## config.mk

```make
export PLATFORM = sky130hd
export DESIGN_NAME = shift_sequencer
export DESIGN_NICKNAME = d
export VERILOG_FILES = /design/src/rtl/shift_ctrl_pkg.sv /design/src/rtl/shift_step.sv /design/src/rtl/shift_sequencer.sv
export SDC_FILE = /design/constraint.sdc
export NUM_CORES = 1
export LEC_CHECK = 0
export ABC_CLOCK_PERIOD_IN_PS = 1690
export CORE_UTILIZATION = 49
export CTS_BUF_LIST = sky130_fd_sc_hd__clkbuf_4
export DETAILED_ROUTE_END_ITERATION = 16
export PLACE_DENSITY = 0.82
export SLEW_MARGIN = 20
export SYNTH_ARGS = -nofsm -noshare
export SYNTH_HDL_FRONTEND = slang
export SYNTH_SLANG_ARGS = --single-unit
```

## constraint.sdc

```tcl
create_clock -name clk -period 1.69 [get_ports clk]
set_input_delay 0.338 -clock clk [delete_from_list [all_inputs] [get_ports clk]]
set_output_delay 0.338 -clock clk [all_outputs]
set_load 0.01 [all_outputs]
```

## src/rtl/shift_ctrl_pkg.sv

```systemverilog
// Shared encodings for the shift sequencer: operation codes, FSM states and an op classifier.
package shift_ctrl_pkg;

    typedef enum logic [1:0] {
        OP_ROL = 2'b00,
        OP_SHL = 2'b01,
        OP_ROR = 2'b10,
        OP_SHR = 2'b11
    } shift_op_e;

    typedef enum logic [1:0] {
        ST_IDLE  = 2'b00,
        ST_SHIFT = 2'b01,
        ST_DONE  = 2'b10
    } seq_state_e;

    // Logical shifts saturate their count at the data width; rotations do not.
    function automatic logic is_logical(input logic [1:0] op);
        return op[0];
    endfunction

endpackage

```

## src/rtl/shift_step.sv

```systemverilog
// One 1-bit step of a shift or rotate, purely combinational.
module shift_step
    import shift_ctrl_pkg::*;
#(
    parameter int unsigned WIDTH = 16
) (
    input  logic [WIDTH-1:0] in,
    input  logic [1:0]       op,
    output logic [WIDTH-1:0] out
);

    always_comb begin
        out = in;
        case (shift_op_e'(op))
            OP_ROL:  out = {in[WIDTH-2:0], in[WIDTH-1]};
            OP_SHL:  out = {in[WIDTH-2:0], 1'b0};
            OP_ROR:  out = {in[0], in[WIDTH-1:1]};
            OP_SHR:  out = {1'b0, in[WIDTH-1:1]};
            default: out = in;
        endcase
    end

endmodule

```

## src/rtl/shift_sequencer.sv

```systemverilog
// Multi-cycle shifter: latches one request, applies one bit-step per cycle, and holds
// the result until the consumer takes it.
module shift_sequencer
    import shift_ctrl_pkg::*;
#(
    parameter int unsigned WIDTH = 16,
    parameter int unsigned SHIFT = 4
) (
    input  logic             clk,
    input  logic             rst_n,
    input  logic             req_valid,
    output logic             req_ready,
    input  logic [WIDTH-1:0] req_data,
    input  logic [SHIFT:0]   req_amount,
    input  logic [1:0]       req_op,
    output logic             resp_valid,
    input  logic             resp_ready,
    output logic [WIDTH-1:0] resp_data,
    output logic             busy
);

    localparam int unsigned AMT_W   = SHIFT + 1;
    localparam int unsigned WIDTH_W = $clog2(WIDTH + 1);
    localparam int unsigned CNT_W   = (AMT_W > WIDTH_W) ? AMT_W : WIDTH_W;

    seq_state_e       state_q, state_d;
    logic [WIDTH-1:0] data_q, data_d;
    logic [1:0]       op_q, op_d;
    logic [CNT_W-1:0] cnt_q, cnt_d;
    logic             resp_valid_q, resp_valid_d;
    logic             req_ready_q, req_ready_d;
    logic             busy_q, busy_d;

    logic [CNT_W-1:0] amt_ext;
    logic [CNT_W-1:0] eff_cnt;
    logic [WIDTH-1:0] step_out;

    shift_step #(
        .WIDTH (WIDTH)
    ) u_step (
        .in  (data_q),
        .op  (op_q),
        .out (step_out)
    );

    // Effective step count: logical shifts stop at WIDTH, rotations run every step.
    always_comb begin
        amt_ext = CNT_W'(req_amount);
        eff_cnt = amt_ext;
        if (is_logical(req_op) && (amt_ext > CNT_W'(WIDTH))) begin
            eff_cnt = CNT_W'(WIDTH);
        end
    end

    always_comb begin
        state_d = state_q;
        data_d  = data_q;
        op_d    = op_q;
        cnt_d   = cnt_q;

        case (state_q)
            ST_IDLE: begin
                if (req_valid) begin
                    data_d  = req_data;
                    op_d    = req_op;
                    cnt_d   = eff_cnt;
                    state_d = (eff_cnt == '0) ? ST_DONE : ST_SHIFT;
                end
            end
            ST_SHIFT: begin
                data_d = step_out;
                cnt_d  = cnt_q - CNT_W'(1);
                if (cnt_q == CNT_W'(1)) begin
                    state_d = ST_DONE;
                end
            end
            ST_DONE: begin
                if (resp_ready) begin
                    state_d = ST_IDLE;
                end
            end
            default: state_d = ST_IDLE;
        endcase

        // Handshake outputs are registered copies of the next-state decode.
        resp_valid_d = (state_d == ST_DONE);
        req_ready_d  = (state_d == ST_IDLE);
        busy_d       = (state_d != ST_IDLE);
    end

    always_ff @(posedge clk or negedge rst_n) begin
        if (!rst_n) begin
            state_q      <= ST_IDLE;
            data_q       <= '0;
            op_q         <= '0;
            cnt_q        <= '0;
            resp_valid_q <= 1'b0;
            req_ready_q  <= 1'b1;
            busy_q       <= 1'b0;
        end else begin
            state_q      <= state_d;
            data_q       <= data_d;
            op_q         <= op_d;
            cnt_q        <= cnt_d;
            resp_valid_q <= resp_valid_d;
            req_ready_q  <= req_ready_d;
            busy_q       <= busy_d;
        end
    end

    assign req_ready  = req_ready_q;
    assign resp_valid = resp_valid_q;
    assign busy       = busy_q;
    assign resp_data  = data_q;

endmodule
```

# After elaboration in Yosys (flattened, before gate mapping)
# Index checks and enable logic that the tools add are counted.
# W data, S select, Z words.
totals:
  word_cells: 37
  register_bits: 28
  output_inout_bits: 19
classes:
  n_lt_le_gt_ge: 1
  mux: 11
  n_reduce_logical: 9
  add_sub_neg: 1
  n_eq_ne: 8
op_table:
  columns: ["cell", "n"]
  rows:
  - ["$pmux W16 S4", 1]
  - ["$pmux W16 S2", 1]
  - ["$mux W16", 1]
  - ["$mux W5", 2]
  - ["$pmux W5 S2", 1]
  - ["$eq A2 B2 Y1 const B", 4]
  - ["$mux W2", 4]
  - ["$logic_not A2 Y1", 3]
  - ["$pmux W2 S3", 1]
  - ["$eq A5 B1 Y1 const B", 1]
  - ["$gt A5 B5 Y1 const B", 1]
  - ["$logic_not A5 Y1", 1]
  - ["$sub A5 B1 Y5 const B", 1]
  - ["$eq A2 B1 Y1 const B", 2]
  - ["$reduce_and A2 Y1", 2]
  - ["$reduce_bool A2 Y1", 2]
  - ["$ne A2 B2 Y1 const B", 1]
  - ["$logic_and A1 B1 Y1", 1]

# Depth between registers and ports, before layout
# Gate-level depths: netlist of run 1.
depth:
  depth_word: 8
  mapped_depth: 5
  depth_no_buf: 5

# By module
# Synthesis of run 1 repeated with hierarchy kept, for this count alone.
unflattened:
  cells_unflattened: 166
  area_unflattened_um2: 1689.1
modules_own_cells:
  columns: ["mod", "area_each_um2", "n_inst", "cells_each"]
  rows:
  - ["shift_sequencer", 1450.1, 1, 145]
  - ["shift_step", 239.0, 1, 21]

# Least setup slack after synthesis of run 1
# OpenSTA, ideal clock, no wires.
synth_path:
  path_kind: "register to register"
  from: "reg cnt_q[1]"
  to: "reg resp_valid_q, in the netlist resp_valid"
  stages_incl_launch_ff: 6
  arrival_ps: 1250
  n_path_buf: 0
  path_slack_ps: 376
  setup_ps: 64
  path_cell_list: "dfrtp_1 > inv_1 > ha_1 > or4b_4 > o21ai_2 > a21o_1"
synth_via:
  elab_chain_len: 4
synth_rtl:
  columns: ["item", "line", "source"]
  rows:
  - ["start: declaration", "shift_sequencer.sv:29", "logic [CNT_W-1:0] cnt_q, cnt_d;"]
  - ["start signal: assignment", "shift_sequencer.sv:104", "cnt_q <= cnt_d;"]
  - ["$eq A5 B1 Y1", "shift_sequencer.sv:73", "if (cnt_q == CNT_W'(1)) begin"]
  - ["$mux W2", "shift_sequencer.sv:73", null]
  - ["$pmux W2 S3", "shift_sequencer.sv:61", "case (state_q)"]
  - ["$eq A2 B2 Y1", "shift_sequencer.sv:86", "resp_valid_d = (state_d == ST_DONE);"]
  - ["net resp_valid_d", "shift_sequencer.sv:30", "logic resp_valid_q, resp_valid_d;"]
  - ["end signal: assignment", "shift_sequencer.sv:105", "resp_valid_q <= resp_valid_d;"]
  - ["end: declaration", "shift_sequencer.sv:30", null]
# The timed path passes the listed nets, and every way through them passes these cells.
# A chain may end at the register's enable or synchronous reset.

# Worst setup path after layout of run 1
layout_path:
  from: "reg data_q[14], in the netlist resp_data[14]"
  to: "out resp_data[14]"
layout_lines:
  columns: ["item", "line", "source"]
  rows:
  - ["start: declaration", "shift_sequencer.sv:27", "logic [WIDTH-1:0] data_q, data_d;"]
  - ["start signal: assignment", "shift_sequencer.sv:102", "data_q <= data_d;"]
  - ["end: declaration", "shift_sequencer.sv:18", "output logic [WIDTH-1:0] resp_data,"]
# No word-level cell between the ends.

==> impl_metrics.json, run 1 <==
{
  "run_status": "completed",
  "grt_pass1_vias": 1362,
  "antenna_found_initial": 0,
  "coreArea_mm2": 0.00308,
  "fmaxAchievable_ghz": 0.605,
  "grt.overflow.total": 0,
  "cts_sinks": 28,
  "layout.nets": 253,
  "num_io_pins": 46,
  "yosys_warnings": 0,
  "min_path_type": "primary input to asynchronous set/reset pin",
  "power.density_mw_per_mm2": 1900,
  "die_w_um": 59.0,
  "synth-seq-cells": 28,
  "critPathTopFamily": "buffers and inverters",
  "clk_path_buf_depth": 2,
  "crit_arrival_ns": 1.32,
  "clk_latency_ns": 0.33,
  "root_buffer": "clkbuf_4",
  "start_kind": "flip-flop",
  "grt_max_degree": 29,
  "multi_input_area_um2": 786,
  "finalWorstSetupSlack_ns": 0.0363,
  "yosys_most_used_dff": "dfrtp_1",
  "syn_inst": 168,
  "finalSetupViolCount": 0,
  "seq_area_frac_synth": 0.441,
  "finalWirelength_um": 3830,
  "layout_common_cells": "clkdlybuf4s50_1 (41), dfrtp_1 (27), nand2_1 (21)",
  "post-route-min-period_ns": 1.65,
  "cp_slowest_cell": "clkdlybuf4s50_1",
  "relSlewSlack": 0.751,
  "final_common_cell": "clkdlybuf4s50_1",
  "drc": 0,
  "area_growth_pct": 38.2,
  "cts_tree": "yes",
  "syn-num-nets": 197,
  "maxCapViolations": 0,
  "fillers": 248,
  "grt.total_usage": 0.231,
  "htree_num_levels": 1,
  "synth_edf_count": 0,
  "dpl.hpwl_um": 2660,
  "reg2regPathDepth": 5,
  "ir_drop_v": 0.00104,
  "async_reset_ff_frac": 1.00,
  "postPlaceCellArea_mm2": 0.00210,
  "dr.pass1.iters": 6,
  "finClkSkew_ns": 0.00533,
  "tightest_slew_ns": 0.373,
  "n_antenna_cell": 0,
  "initial_core_util": 0.517,
  "cp-end-kind": "primary output",
  "port_buffers": 45,
  "finalHoldViolations": 0,
  "synth_cell_types": 41,
  "post_drt_wl_per_cell_um": 14.3,
  "crit_cells": 1,
  "fp-row-count": 20,
  "first_iter_violations": 55,
  "drt-vias-per-instance": 5.67,
  "ff_latch_area_um2": 702,
  "die_y_um": 59.0,
  "drive_above_1_share": 0.130,
  "post-route-period-util": 0.979,
  "path_cells": "clkdlybuf4s50_1",
  "slowest_delay_ns": 0.56,
  "required_ns": 1.35,
  "syn_area_per_cell_um2": 9.47,
  "cts_buffers": 3,
  "path_clk_slew_ns": 0.15,
  "grt_pass1_wl_um": 6040,
  "vias": 1515,
  "fin_area_mm2": 0.00220,
  "syn_area_mm2": 0.00159,
  "p_leak_uw": 0.000948,
  "dpl_worst_slack_ns": -0.0148,
  "crit_fanout": 4,
  "detail-route-antenna-nets": 0,
  "die-area_mm2": 0.00348,
  "path_buf_inv": 1,
  "gp_congestion": 0.817,
  "path_class": "flip-flop to primary output",
  "maxSlewViolCount": 0
}
-- worst paths after layout --
kind                            endpoint          start  slack (ns)
max                        resp_data[14]  resp_data[14]        0.04
min                           resp_valid          rst_n        0.37
max reg2reg                   resp_valid       cnt_q[1]        0.25
min reg2reg                 resp_data[1]   resp_data[1]        0.54
max in group asynchronous      req_ready          rst_n        1.01
min in group clk            resp_data[1]   resp_data[1]        0.54
-- layer usage --
layer	vias up	share of wire	routed length, um	global-route usage
li1	715	-	-	-
met1	743	0.44	1690	0.307
met3	4	0.045	173	0.0240
met4	0	0.010	40	0.0918
met5	-	0	0	0
met2	53	0.50	1920	0.386
-- final cells by class --
class,instances,area share
tap,44,0.0250
timing repair buffer,62,0.271
multi-input combinational,121,0.357
clock buffer,4,0.0137
inverter,8,0.0137
sequential,28,0.319
-- registers in the layout, indices dropped and copies added (netlist names) --
register and flops:
busy 1, resp_data 16, req_ready 1, cnt_q 5, resp_valid 1, state_q 2, op_q 2
-- Yosys cell counts (2+ instances only) --
cell type	instances	area, um^2
a211oi_1	13	97.6
a21o_1	2	15.0
a21oi_1	2	10.0
a221oi_1	3	26.3
a32oi_1	2	17.5
and2b_1	3	22.5
buf_2	2	10.0
buf_4	8	60.1
dfrtp_1	27	676
ha_1	2	25.0
inv_1	7	26.3
nand2_1	21	78.8
nand3_1	2	10.0
nor2_1	17	63.8
nor2b_1	11	68.8
nor3b_1	2	15.0
o211ai_1	3	22.5
o21ai_0	3	15.0
o22ai_1	2	12.5
o31ai_1	15	113
-- per-stage QoR --
| step | hold slack (ns) | TNS, ns | utilization | power, uW | instances |
|---|---|---|---|---|---|
| after detailed placement | 0.516 | -0.0148 | 0.683 | 3750 | 255 |
| after global routing | 0.401 | -0.00955 | 0.715 | 4520 | 267 |
| final | 0.371 | 0 | 0.715 | 4180 | 267 |
| after floorplan | 0.0424 | 0 | - | 2870 | 168 |
| after global placement | 0.507 | 0 | 0.683 | 3650 | 255 |
| after CTS | 0.367 | 0 | 0.695 | 4080 | 260 |
-- power breakdown --
| group | total, uW | internal, uW | switching, uW |
|---|---|---|---|
| sequential | 1310 | 1030 | 280 |
| clock | 303 | 108 | 194 |
| combinational | 2570 | 1320 | 1250 |
-- cell families (layout without fill, tap and decap cells) --
kind of cell	after synthesis	after routing	share of synthesized area
AOI/OAI and AO/OA	52	52	0.251
adders and majority gates	2	2	0.0157
buffers and inverters	19	74	0.0653
DFF	28	28	0.441
muxes	1	1	0.00707
and+or+nand+nor	66	66	0.220
-- timing repair --
action                                 in CTS  in global routing
gates resized for setup                     1                  3
hold buffers                                0                  0
setup buffers                               1                  7
setup endpoints to repair                   2                 10
endpoints found under the hold margin       0                  0
(Power assumes the default switching activity.)
==> run 2, diff against run 1 <==
CELL_PAD_IN_SITES_DETAIL_PLACEMENT = 0   (was unset)
CELL_PAD_IN_SITES_GLOBAL_PLACEMENT = 1   (was unset)
CORE_UTILIZATION = 36   (was 49)
PLACE_DENSITY = unset   (was 0.82)
PLACE_DENSITY_LB_ADDON = 0.1   (was unset)
==> run 2 against run 1 <==
  * Register-to-register slack got worse by 0.07 ns
  * Non-clock buffer count increased by 6
  * Maximum frequency increased by 1.4%
  * Clock skew increased by 0.018 ns
  * Die area increased by 35%
  * Highest routed layer unchanged
==> impl_metrics.json, run 2 (synthesized netlist as in run 1, its figures left out) <==
{
  "run_status": "completed",
  "layout.nets": 259,
  "antenna_found_initial": 0,
  "vias": 1466,
  "grt_pass1_wl_um": 6730,
  "required_ns": 1.35,
  "min_path_type": "primary input to asynchronous set/reset pin",
  "grt.total_usage": 0.193,
  "fmaxAchievable_ghz": 0.613,
  "postLayoutCoreUtil": 0.556,
  "post-route-min-period_ns": 1.63,
  "path_class": "flip-flop to primary output",
  "finalSetupViolCount": 0,
  "maxSlewViolCount": 0,
  "fillers": 375,
  "cts_sinks": 28,
  "post-route-period-util": 0.965,
  "crit_arrival_ns": 1.29,
  "num_io_pins": 46,
  "post_drt_wl_per_cell_um": 14.8,
  "ff_latch_area_um2": 702,
  "finalWirelength_um": 4130,
  "finClkSkew_ns": 0.0229,
  "coreArea_mm2": 0.00412,
  "detail-route-antenna-nets": 0,
  "grt_util_met2": 0.317,
  "drc": 0,
  "largest_reg_flops": 16,
  "grt.overflow.total": 0,
  "root_buffer": "clkbuf_4",
  "power_uw": 4480,
  "first_iter_violations": 132,
  "cts_tree": "yes",
  "finalHoldViolations": 0,
  "port_buffers": 45,
  "reg2regPathDepth": 3,
  "die_w_um": 68.5,
  "initial_core_util": 0.387,
  "cts_buffers": 3,
  "area_growth_pct": 43.9,
  "rsz0062_at_grt": "no",
  "relSlewSlack": 0.671,
  "dr.pass1.iters": 4,
  "dpl.hpwl_um": 2800,
  "die_y_um": 68.5,
  "fp-row-count": 23,
  "ir_drop_v": 0.000815,
  "gp_congestion": 0.889,
  "multi_input_area_um2": 786,
  "final_cells": 279,
  "n_antenna_cell": 0,
  "grt_pass1_vias": 1417,
  "power.density_mw_per_mm2": 1950,
  "final_common_cell": "clkdlybuf4s50_1",
  "path_clk_slew_ns": 0.18,
  "p_leak_uw": 0.00100,
  "drt-vias-per-instance": 5.25,
  "critPathTopFamily": "buffers and inverters",
  "path_buf_inv": 1,
  "cp_slowest_cell": "clkdlybuf4s50_1",
  "r2r_slack_ns": 0.18,
  "dp_cells": 261,
  "cp-end-kind": "primary output",
  "r2r-start": "state_q[0]",
  "die-area_mm2": 0.00469,
  "slowest_delay_ns": 0.54,
  "maxCapViolations": 0,
  "grt.met1_usage": 0.267,
  "path_cells": "clkdlybuf4s50_1",
  "top_usage_layer": "met2",
  "start_kind": "flip-flop",
  "regToRegEndpoint": "resp_data[12]",
  "finalSetupTns_ns": 0,
  "grt_use_met3": 0.0345,
  "htree_num_levels": 1,
  "layout_common_cells": "clkdlybuf4s50_1 (40), dfrtp_1 (27), nand2_1 (21), buf_4 (21), nor2_1 (17)",
  "crit_fanout": 3,
  "clk_latency_ns": 0.35,
  "drive_above_1_share": 0.153,
  "tightest_slew_ns": 0.494,
  "clk_path_buf_depth": 2,
  "cts_hold_buf": 0,
  "grt_max_degree": 29
}
run 2: cell count changes in the layout (fill, tap and decap cells not counted), sizes merged:
cell,previous run,this run
buf,17,23
clkbuf,4,3
bufinv,0,1
clkdlybuf4s50,41,40
dlymetal6s2s,3,4
run 2: worst max path at each step:
stage                       start             to  cells past startpoint
floorplan                cnt_q[1]     resp_valid                      5
global placement    req_amount[1]     state_q[0]                      4
detailed placement  req_amount[1]     state_q[0]                      4
CTS                  resp_data[4]   resp_data[4]                      1
global route        resp_data[12]  resp_data[12]                      1
finish               resp_data[6]   resp_data[6]                      1
run 2: report_power, final:
| part | internal (uW) | leakage (uW) | switching, uW |
|---|---|---|---|
| clock network | 240 | 0.0000279 | 216 |
| registers | 1030 | 0.000333 | 337 |
| logic | 1430 | 0.000639 | 1230 |
run 2: layer usage:
metal	vias up	wire length (um)
met1	700	1960
met5	-	0
met2	38	1970
li1	726	-
met4	0	21
met3	2	172
run 2: per-stage QoR:
stage | area (um^2) | hold WS, ns | setup WS, ns
after global placement | 2120 | 0.506 | 0.0102
after CTS | 2190 | 0.354 | 0.00255
after floorplan | 1590 | 0.0424 | 0.376
after global routing | 2290 | 0.367 | 0.00541
final | 2290 | 0.343 | 0.0589
after detailed placement | 2120 | 0.519 | 0.00796
run 2: layout make-up:
class | instances | share of cell area
Sequential cell | 28 | 0.307
Inverter | 8 | 0.0131
Clock inverter | 1 | 0.0131
Timing Repair Buffer | 68 | 0.287
Multi-Input combinational cell | 121 | 0.343
Clock buffer | 3 | 0.00984
Tap cell | 50 | 0.0273
run 2: repair_timing:
| item | 4_1_cts | 5_1_grt |
|---|---|---|
| setup endpoints to repair | 3 | 14 |
| gates resized for setup | 1 | 4 |
| pin swaps | 0 | 0 |
| buffers inserted | 2 | 12 |
